File: config.mk
export PLATFORM = sky130hd
export DESIGN_NAME = alu_multicycle
export DESIGN_NICKNAME = d
export VERILOG_FILES = /design/src/rtl/alu_multicycle.sv
export SDC_FILE = /design/constraint.sdc
export NUM_CORES = 1
export LEC_CHECK = 0
export CORE_MARGIN = 1.5
export CORE_UTILIZATION = 35
export CTS_BUF_LIST = sky130_fd_sc_hd__clkbuf_2 sky130_fd_sc_hd__clkbuf_4 sky130_fd_sc_hd__clkbuf_8
export CTS_CLUSTER_SIZE = 28
export DETAILED_ROUTE_END_ITERATION = 10
export PLACE_DENSITY = 0.56
export SLEW_MARGIN = 25
export SYNTH_ARGS = -nofsm -noshare
export SYNTH_HDL_FRONTEND = slang
export SYNTH_SLANG_ARGS = --single-unit
File: constraint.sdc
create_clock -name clk -period 11.35 [get_ports clk]
set_clock_uncertainty 0.1 [all_clocks]
set_input_delay 2.27 -clock clk [delete_from_list [all_inputs] [get_ports clk]]
set_output_delay 2.27 -clock clk [all_outputs]
set_load 0.03 [all_outputs]
File: src/rtl/alu_multicycle.sv
// Multi-cycle ALU with valid/ready handshakes, tag pass-through and an iterative
// shift-add multiplier / restoring divider that retires one bit per cycle.
module alu_multicycle #(
  parameter int WIDTH = 32,
  parameter int TAG_W = 5
) (
  input  logic             clk,
  input  logic             rst,
  input  logic             in_valid,
  output logic             in_ready,
  input  logic [WIDTH-1:0] operand_a,
  input  logic [WIDTH-1:0] operand_b,
  input  logic [3:0]       alu_op,
  input  logic [TAG_W-1:0] in_tag,
  output logic             out_valid,
  input  logic             out_ready,
  output logic [WIDTH-1:0] result,
  output logic [TAG_W-1:0] out_tag,
  output logic             zero,
  output logic             overflow,
  output logic             div_by_zero,
  output logic             illegal_op
);

  localparam int SH_W  = $clog2(WIDTH);
  localparam int CNT_W = $clog2(WIDTH) + 1;

  localparam logic [3:0] OP_ADD   = 4'b0000;
  localparam logic [3:0] OP_SUB   = 4'b0001;
  localparam logic [3:0] OP_AND   = 4'b0010;
  localparam logic [3:0] OP_OR    = 4'b0011;
  localparam logic [3:0] OP_XOR   = 4'b0100;
  localparam logic [3:0] OP_SLT   = 4'b0101;
  localparam logic [3:0] OP_SLTU  = 4'b0110;
  localparam logic [3:0] OP_SLL   = 4'b0111;
  localparam logic [3:0] OP_SRL   = 4'b1000;
  localparam logic [3:0] OP_SRA   = 4'b1001;
  localparam logic [3:0] OP_MUL   = 4'b1010;
  localparam logic [3:0] OP_MULHU = 4'b1011;
  localparam logic [3:0] OP_DIVU  = 4'b1100;
  localparam logic [3:0] OP_REMU  = 4'b1101;

  typedef enum logic [1:0] {
    IDLE = 2'b00,
    BUSY = 2'b01,
    DONE = 2'b10
  } state_t;

  state_t state;
  state_t state_next;

  logic [WIDTH-1:0]   a_q;
  logic [WIDTH-1:0]   b_q;
  logic [3:0]         op_q;
  logic [TAG_W-1:0]   tag_q;
  logic [CNT_W-1:0]   count;
  logic [2*WIDTH-1:0] prod;
  logic [WIDTH-1:0]   rem;
  logic [WIDTH-1:0]   quot;

  logic               accept;
  logic               is_mul;
  logic               is_div;
  logic               is_iter;
  logic               is_dbz;
  logic               is_illegal;
  logic [WIDTH-1:0]   single_res;
  logic               single_ov;
  logic [WIDTH-1:0]   add_sum;
  logic [WIDTH-1:0]   sub_diff;
  logic [SH_W-1:0]    sh;

  logic [WIDTH:0]     mul_sum;
  logic [2*WIDTH-1:0] prod_step;
  logic [WIDTH:0]     div_tmp;
  logic [WIDTH:0]     div_diff;
  logic [WIDTH-1:0]   rem_step;
  logic [WIDTH-1:0]   quot_step;
  logic [WIDTH-1:0]   iter_res;

  assign out_valid = (state == DONE);
  assign accept    = in_valid && in_ready;

  // Request acceptance depends on state; DONE can hand off and accept in one edge
  always_comb begin
    in_ready = 1'b0;
    case (state)
      IDLE:    in_ready = 1'b1;
      DONE:    in_ready = out_ready;
      default: in_ready = 1'b0;
    endcase
  end

  // Request classification
  always_comb begin
    is_mul     = (alu_op == OP_MUL) || (alu_op == OP_MULHU);
    is_div     = (alu_op == OP_DIVU) || (alu_op == OP_REMU);
    is_dbz     = is_div && (operand_b == {WIDTH{1'b0}});
    is_iter    = is_mul || (is_div && !is_dbz);
    is_illegal = (alu_op == 4'b1110) || (alu_op == 4'b1111);
  end

  // Single-cycle result and signed overflow straight from the request operands
  always_comb begin
    add_sum    = operand_a + operand_b;
    sub_diff   = operand_a - operand_b;
    sh         = operand_b[SH_W-1:0];
    single_res = {WIDTH{1'b0}};
    single_ov  = 1'b0;
    case (alu_op)
      OP_ADD: begin
        single_res = add_sum;
        single_ov  = (operand_a[WIDTH-1] == operand_b[WIDTH-1]) &&
                     (add_sum[WIDTH-1] != operand_a[WIDTH-1]);
      end
      OP_SUB: begin
        single_res = sub_diff;
        single_ov  = (operand_a[WIDTH-1] != operand_b[WIDTH-1]) &&
                     (sub_diff[WIDTH-1] != operand_a[WIDTH-1]);
      end
      OP_AND:  single_res = operand_a & operand_b;
      OP_OR:   single_res = operand_a | operand_b;
      OP_XOR:  single_res = operand_a ^ operand_b;
      OP_SLT:  single_res = {{(WIDTH-1){1'b0}}, ($signed(operand_a) < $signed(operand_b))};
      OP_SLTU: single_res = {{(WIDTH-1){1'b0}}, (operand_a < operand_b)};
      OP_SLL:  single_res = operand_a << sh;
      OP_SRL:  single_res = operand_a >> sh;
      OP_SRA:  single_res = $unsigned($signed(operand_a) >>> sh);
      OP_DIVU: single_res = {WIDTH{1'b1}};
      OP_REMU: single_res = operand_a;
      default: single_res = {WIDTH{1'b0}};
    endcase
  end

  // One multiply / divide iteration; the final iteration's outputs feed the result
  always_comb begin
    mul_sum   = {1'b0, prod[2*WIDTH-1:WIDTH]} +
                (prod[0] ? {1'b0, a_q} : {(WIDTH+1){1'b0}});
    prod_step = {mul_sum, prod[WIDTH-1:1]};
    div_tmp   = {rem, quot[WIDTH-1]};
    div_diff  = div_tmp - {1'b0, b_q};
    if (!div_diff[WIDTH]) begin
      rem_step  = div_diff[WIDTH-1:0];
      quot_step = {quot[WIDTH-2:0], 1'b1};
    end else begin
      rem_step  = div_tmp[WIDTH-1:0];
      quot_step = {quot[WIDTH-2:0], 1'b0};
    end
    case (op_q)
      OP_MUL:   iter_res = prod_step[WIDTH-1:0];
      OP_MULHU: iter_res = prod_step[2*WIDTH-1:WIDTH];
      OP_DIVU:  iter_res = quot_step;
      OP_REMU:  iter_res = rem_step;
      default:  iter_res = {WIDTH{1'b0}};
    endcase
  end

  // State register
  always_ff @(posedge clk or posedge rst) begin
    if (rst) begin
      state <= IDLE;
    end else begin
      state <= state_next;
    end
  end

  // Next-state logic
  always_comb begin
    state_next = state;
    case (state)
      IDLE: begin
        if (accept) begin
          state_next = is_iter ? BUSY : DONE;
        end else begin
          state_next = IDLE;
        end
      end
      BUSY: begin
        if (count == CNT_W'(1)) begin
          state_next = DONE;
        end else begin
          state_next = BUSY;
        end
      end
      DONE: begin
        if (accept) begin
          state_next = is_iter ? BUSY : DONE;
        end else if (out_ready) begin
          state_next = IDLE;
        end else begin
          state_next = DONE;
        end
      end
      default: state_next = IDLE;
    endcase
  end

  // Operand latch, iteration registers and registered result/flags
  always_ff @(posedge clk or posedge rst) begin
    if (rst) begin
      a_q         <= {WIDTH{1'b0}};
      b_q         <= {WIDTH{1'b0}};
      op_q        <= 4'b0000;
      tag_q       <= {TAG_W{1'b0}};
      count       <= {CNT_W{1'b0}};
      prod        <= {(2*WIDTH){1'b0}};
      rem         <= {WIDTH{1'b0}};
      quot        <= {WIDTH{1'b0}};
      result      <= {WIDTH{1'b0}};
      out_tag     <= {TAG_W{1'b0}};
      zero        <= 1'b0;
      overflow    <= 1'b0;
      div_by_zero <= 1'b0;
      illegal_op  <= 1'b0;
    end else if (accept) begin
      a_q   <= operand_a;
      b_q   <= operand_b;
      op_q  <= alu_op;
      tag_q <= in_tag;
      count <= CNT_W'(WIDTH);
      prod  <= {{WIDTH{1'b0}}, operand_b};
      rem   <= {WIDTH{1'b0}};
      quot  <= operand_a;
      if (is_iter) begin
        result      <= {WIDTH{1'b0}};
        out_tag     <= {TAG_W{1'b0}};
        zero        <= 1'b0;
        overflow    <= 1'b0;
        div_by_zero <= 1'b0;
        illegal_op  <= 1'b0;
      end else begin
        result      <= single_res;
        out_tag     <= in_tag;
        zero        <= (single_res == {WIDTH{1'b0}});
        overflow    <= single_ov;
        div_by_zero <= is_dbz;
        illegal_op  <= is_illegal;
      end
    end else if (state == BUSY) begin
      count <= count - CNT_W'(1);
      prod  <= prod_step;
      rem   <= rem_step;
      quot  <= quot_step;
      if (count == CNT_W'(1)) begin
        result  <= iter_res;
        out_tag <= tag_q;
        zero    <= (iter_res == {WIDTH{1'b0}});
      end
    end else if ((state == DONE) && out_ready) begin
      result      <= {WIDTH{1'b0}};
      out_tag     <= {TAG_W{1'b0}};
      zero        <= 1'b0;
      overflow    <= 1'b0;
      div_by_zero <= 1'b0;
      illegal_op  <= 1'b0;
    end
  end

endmodule

**Word level (Yosys, flattened, before mapping)**

Index checks and enable logic that the tools add are counted.

- Input port bits: 77
- Word-level logic and storage cells: 120
- Register bits after elaboration: 250
- Output and inout port bits: 43

- Order comparisons: 2
- Mux-type cells: 43
- Reductions and logical operators: 21
- Bitwise logic cells: 3
- Equal/unequal tests: 28
- Add/subtract/negate cells: 5
- Shift-type cells: 3

Operators with widths:

| operator | number |
|---|---|
| $pmux W32 S12 | 1 |
| $mux W32 | 11 |
| $mux W64 | 2 |
| $pmux W32 S4 | 1 |
| $logic_not A32 Y1 | 3 |
| $lt A32 B32 Y1 | 2 |
| $eq A4 B4 Y1 const B | 12 |
| $add A32 B32 Y33 | 1 |
| $sub A33 B32 Y33 | 1 |
| $add A32 B32 Y32 | 1 |
| $and A32 B32 Y32 | 1 |
| $or A32 B32 Y32 | 1 |
| $shl A32 B5 Y32 | 1 |
| $shr A32 B5 Y32 | 1 |
| $sshr A32 B5 Y32 | 1 |
| $sub A32 B32 Y32 | 1 |
| $xor A32 B32 Y32 | 1 |
| $mux W5 | 5 |
| $eq A4 B3 Y1 const B | 4 |
| $mux W1 | 13 |
| $mux W6 | 2 |
| $mux W2 | 5 |
| $eq A4 B2 Y1 const B | 2 |
| $eq A6 B1 Y1 const B | 1 |
| 18 further kinds | 31 |

**Depth between registers and ports, before layout**

- Depth in word-level cells: 9
- Depth in mapped cells: 18
- Gate-level depth less buffers: 16

**Worst setup path before layout**

OpenSTA, ideal clock, no wires.

- Path type: input to register
- Start: in operand_b[1]
- End: reg zero
- Arrival: 7.057 ns
- Path buffers: 4
- Library setup time: 0.065 ns
- Cell stages on the path: 17
- Slack: 4.128 ns
- Data required time: 11.185 ns
- Cell sequence: buf_2 -> inv_1 -> buf_2 -> buf_1 -> clkbuf_1 -> fa_1 -> mux2i_1 -> o22ai_1 -> a222oi_1 -> nand2_1 -> a311o_1 -> or4_1 -> or4b_1 -> or4b_1 -> or4_1 -> o31ai_1 -> o22a_1

- Word-level cells in the longest chain between the ends: 7
- Elaborated cells between the ends (all ways): 19
- Those cells by class: add/sub (2); order compare (2); shift (3); mux (3); bitwise (3); reduce/logical (6)

RTL lines:

| item | RTL line | text |
|---|---|---|
| from (decl) | 12 | `input logic [WIDTH-1:0] operand_b,` |
| branches (longest 5 deep; another with $sub A32 B32 Y32) | - |  |
| $mux W1 (*) | 224 | `if (is_iter) begin` |
| $mux W1 (*) | 215 | `end else if (accept) begin` |
| to (signal assigned) | 234 | `zero <= (single_res == {WIDTH{1'b0}});` |
| to (signal assigned) | 247 | `zero <= (iter_res == {WIDTH{1'b0}});` |
| to (decl) | 19 | `output logic zero,` |

Mark *: on every way between the ends.
A chain may end at the register's enable or synchronous reset.

**Worst setup path in the final report**

- Start: in operand_b[2]
- End: reg zero

The elaborated chain is that of the path after synthesis.

==> metrics.cfg <==
[outcome]
status=complete, no violations

[sta]
hold_violations=0
slew_headroom_pct=16.8
finalCritPeriodShare_pct=70.7
fin_ws_ns=3.33
final_max_slew_viol_count=0
setup_tns_ns=0
fmax_mhz=125
rsz0062_at_grt=no
tightest_slew_ns=1.22
finalCriticalPeriod_ns=8.02
finalSetupViolCount=0

[worst_setup_path]
startpoint_type=input pin
worstPathRequired_ns=11.78
path_max_fanout=38
critPathCaptureType=register
regToRegSetupSlack_ns=4.66
cp.arrival_ns=8.45
critPathKind=in2reg

[layout]
fin_cells=4191
areaGrowthSynthToFinish_pct=12.1
design_area_um2=28100
final_nets=3457
drive_gt1_share_pct=8.70

[global_route]
grt_start_max_net_pins=109
track_usage_pct=30.0
antenna_found_initial=2
grt_pass1_vias=25100
grt_first_pass_wirelength_um=168000
grt-ovfl-total=0

[synth]
synth_cell_types=87
yosysTopAreaCellShare_pct=24.9
synth_largest_area_cell=dfrtp_1
syn_inst=3222
synthArstFlopShare_pct=100
synth_warnings=0
synth.net_count=3473
seq_area_frac_synth_pct=24.9
syn_area_per_cell_um2=7.79
syn_area_um2=25100
synthTopCellsByArea=dfrtp_1 25%, ha_1 8.5%, nand2_1 6.8%
synth_edf_count=0
yosys_register_bits=250
netlist_top_cells_count=458 x nand2_1, 275 x o21ai_0, 250 x dfrtp_1
synth_ff_type=dfrtp_1
yosysMostFrequentCell=nand2_1

[power_and_ir_drop]
p_leak_nw=12.0
total_power_w=0.00399
max-vdd-ir-drop_mv=0.0834
power_density_nw_per_um2=142

[placement]
placed_area_um2=27100
dp_slack_ns=2.93
dpl.cell_count=4110
io_buffer_count=119
gp_congestion=1.08
dp_hpwl_um=85800

[clock_tree]
post_cts_buffers=0
tritoncts=done
root_buffer=clkbuf_8
clkLatencyLatePin_ns=0.60
cts_max_path_buffers=3
ctsHoldBuffers=0
numCtsBuffers=44
cts_resized=0
h-tree-depth=2
clk_pin_slew_worst_paths_ns=0.06
cts_sinks=250

[detailed_routing]
first_iter_violations=3951
drt-total-wl_um=114000
drtAntennaViolNets=0
avgRoutedWirePerCell_um=27.1
avgViaCountPerCell=6.34
num_vias=26600
dr.pass1.iters=6
drc=0

[run]
cap_violations=0

[floorplan]
rows=98
initial_core_util_pct=35.2
dieArea_um2=73400
chipHeight_um=271
ios=120
die_w_um=271
coreArea_um2=71200

[hold_path]
hold_class=reg2reg

-- where the power goes --
part	internal, W	switching [W]	leakage (nW)
Clock	0.000603	0.000410	0.559
Sequential	0.00110	0.000160	3.19
Combinational	0.000581	0.00114	8.26
-- flip-flops by register name (all words and copies together), names as in the netlist, 4 cells and up --
name and count:
b_q 32, quot 32, tag_q 5, result 32
prod 64, a_q 32, rem 32, op_q 4
count 6, out_tag 5
-- critical path, cell delays in order --
cell and delay (ns):
buf_4 0.41, clkinv_1 0.80, ha_1 0.77, a21oi_1 0.14, a2111oi_0 0.64, o211ai_1 0.33, a2111o_1 0.59, nor2b_1 0.20
a221o_1 0.38, a211o_1 0.31, or4b_1 0.58, or4_1 0.56, o31ai_1 0.29, o22a_1 0.15
-- worst paths after layout --
path / startpoint / endpoint / cells after the start
worst min-delay path: a_q[17] / a_q[17] / 2
worst min register to register: a_q[17] / a_q[17] / 2
worst max-delay path: operand_b[2] / zero / 14
min in group asynchronous: rst / prod[34] / 2
worst max register to register: quot[31] / zero / 17
max in group asynchronous: rst / quot[24] / 3
-- cell families after synthesis --
family / share of synthesized area (%)
and+or+nand+nor: 21.2
AOI/OAI and AO/OA: 26.9
buffers and inverters: 6.15
DFF: 24.9
adders and majority gates: 8.79
muxes: 9.66
xor gates and xnor gates: 2.37
-- layout make-up --
| type | instances | area, um^2 |
|---|---|---|
| fillers | 7339 | 43100 |
| multi-input cells | 2582 | 17400 |
| flip-flops and latches | 250 | 6260 |
| repair buffers | 190 | 1720 |
| well taps | 950 | 1190 |
| clock buffers | 62 | 816 |
| inverters | 138 | 526 |
| clock inverters | 18 | 246 |
| diodes | 1 | 2.50 |
-- cells in the final DEF (no fill, tap or decap), drive strengths merged, types with 46 or more instances in the layout --
| cell | netlist | final |
|---|---|---|
| and2 | 52 | 52 |
| nor2 | 246 | 246 |
| dfrtp | 250 | 250 |
| mux2i | 83 | 83 |
| clkbuf | 201 | 62 |
| o21ai | 277 | 277 |
| a21oi | 195 | 195 |
| ha | 170 | 170 |
| mux4 | 53 | 53 |
| a22oi | 69 | 69 |
| nand3 | 149 | 149 |
| nand2 | 460 | 460 |
| nor3 | 46 | 46 |
| inv | 135 | 136 |
| clkdlybuf4s50 | 0 | 113 |
| buf | 51 | 77 |
-- per-stage QoR --
stage | hold slack [ns] | utilization (%)
6_report | 0.376 | 39.5
5_1_grt | 0.401 | 39.5
4_1_cts | 0.378 | 39.5
3_5_place_dp | 0.363 | 38.0
3_3_place_gp | 0.354 | 38.0
2_1_floorplan | 0.339 | -
-- routing by layer --
| metal | track usage (%) | share of wire, % |
|---|---|---|
| met4 | 15.8 | 6.1 |
| met2 | 45.1 | 42 |
| met1 | 41.5 | 42 |
| met3 | 4.53 | 9.1 |
| met5 | 0 | 0 |
No activity file was read; power rests on OpenSTA's default activity.
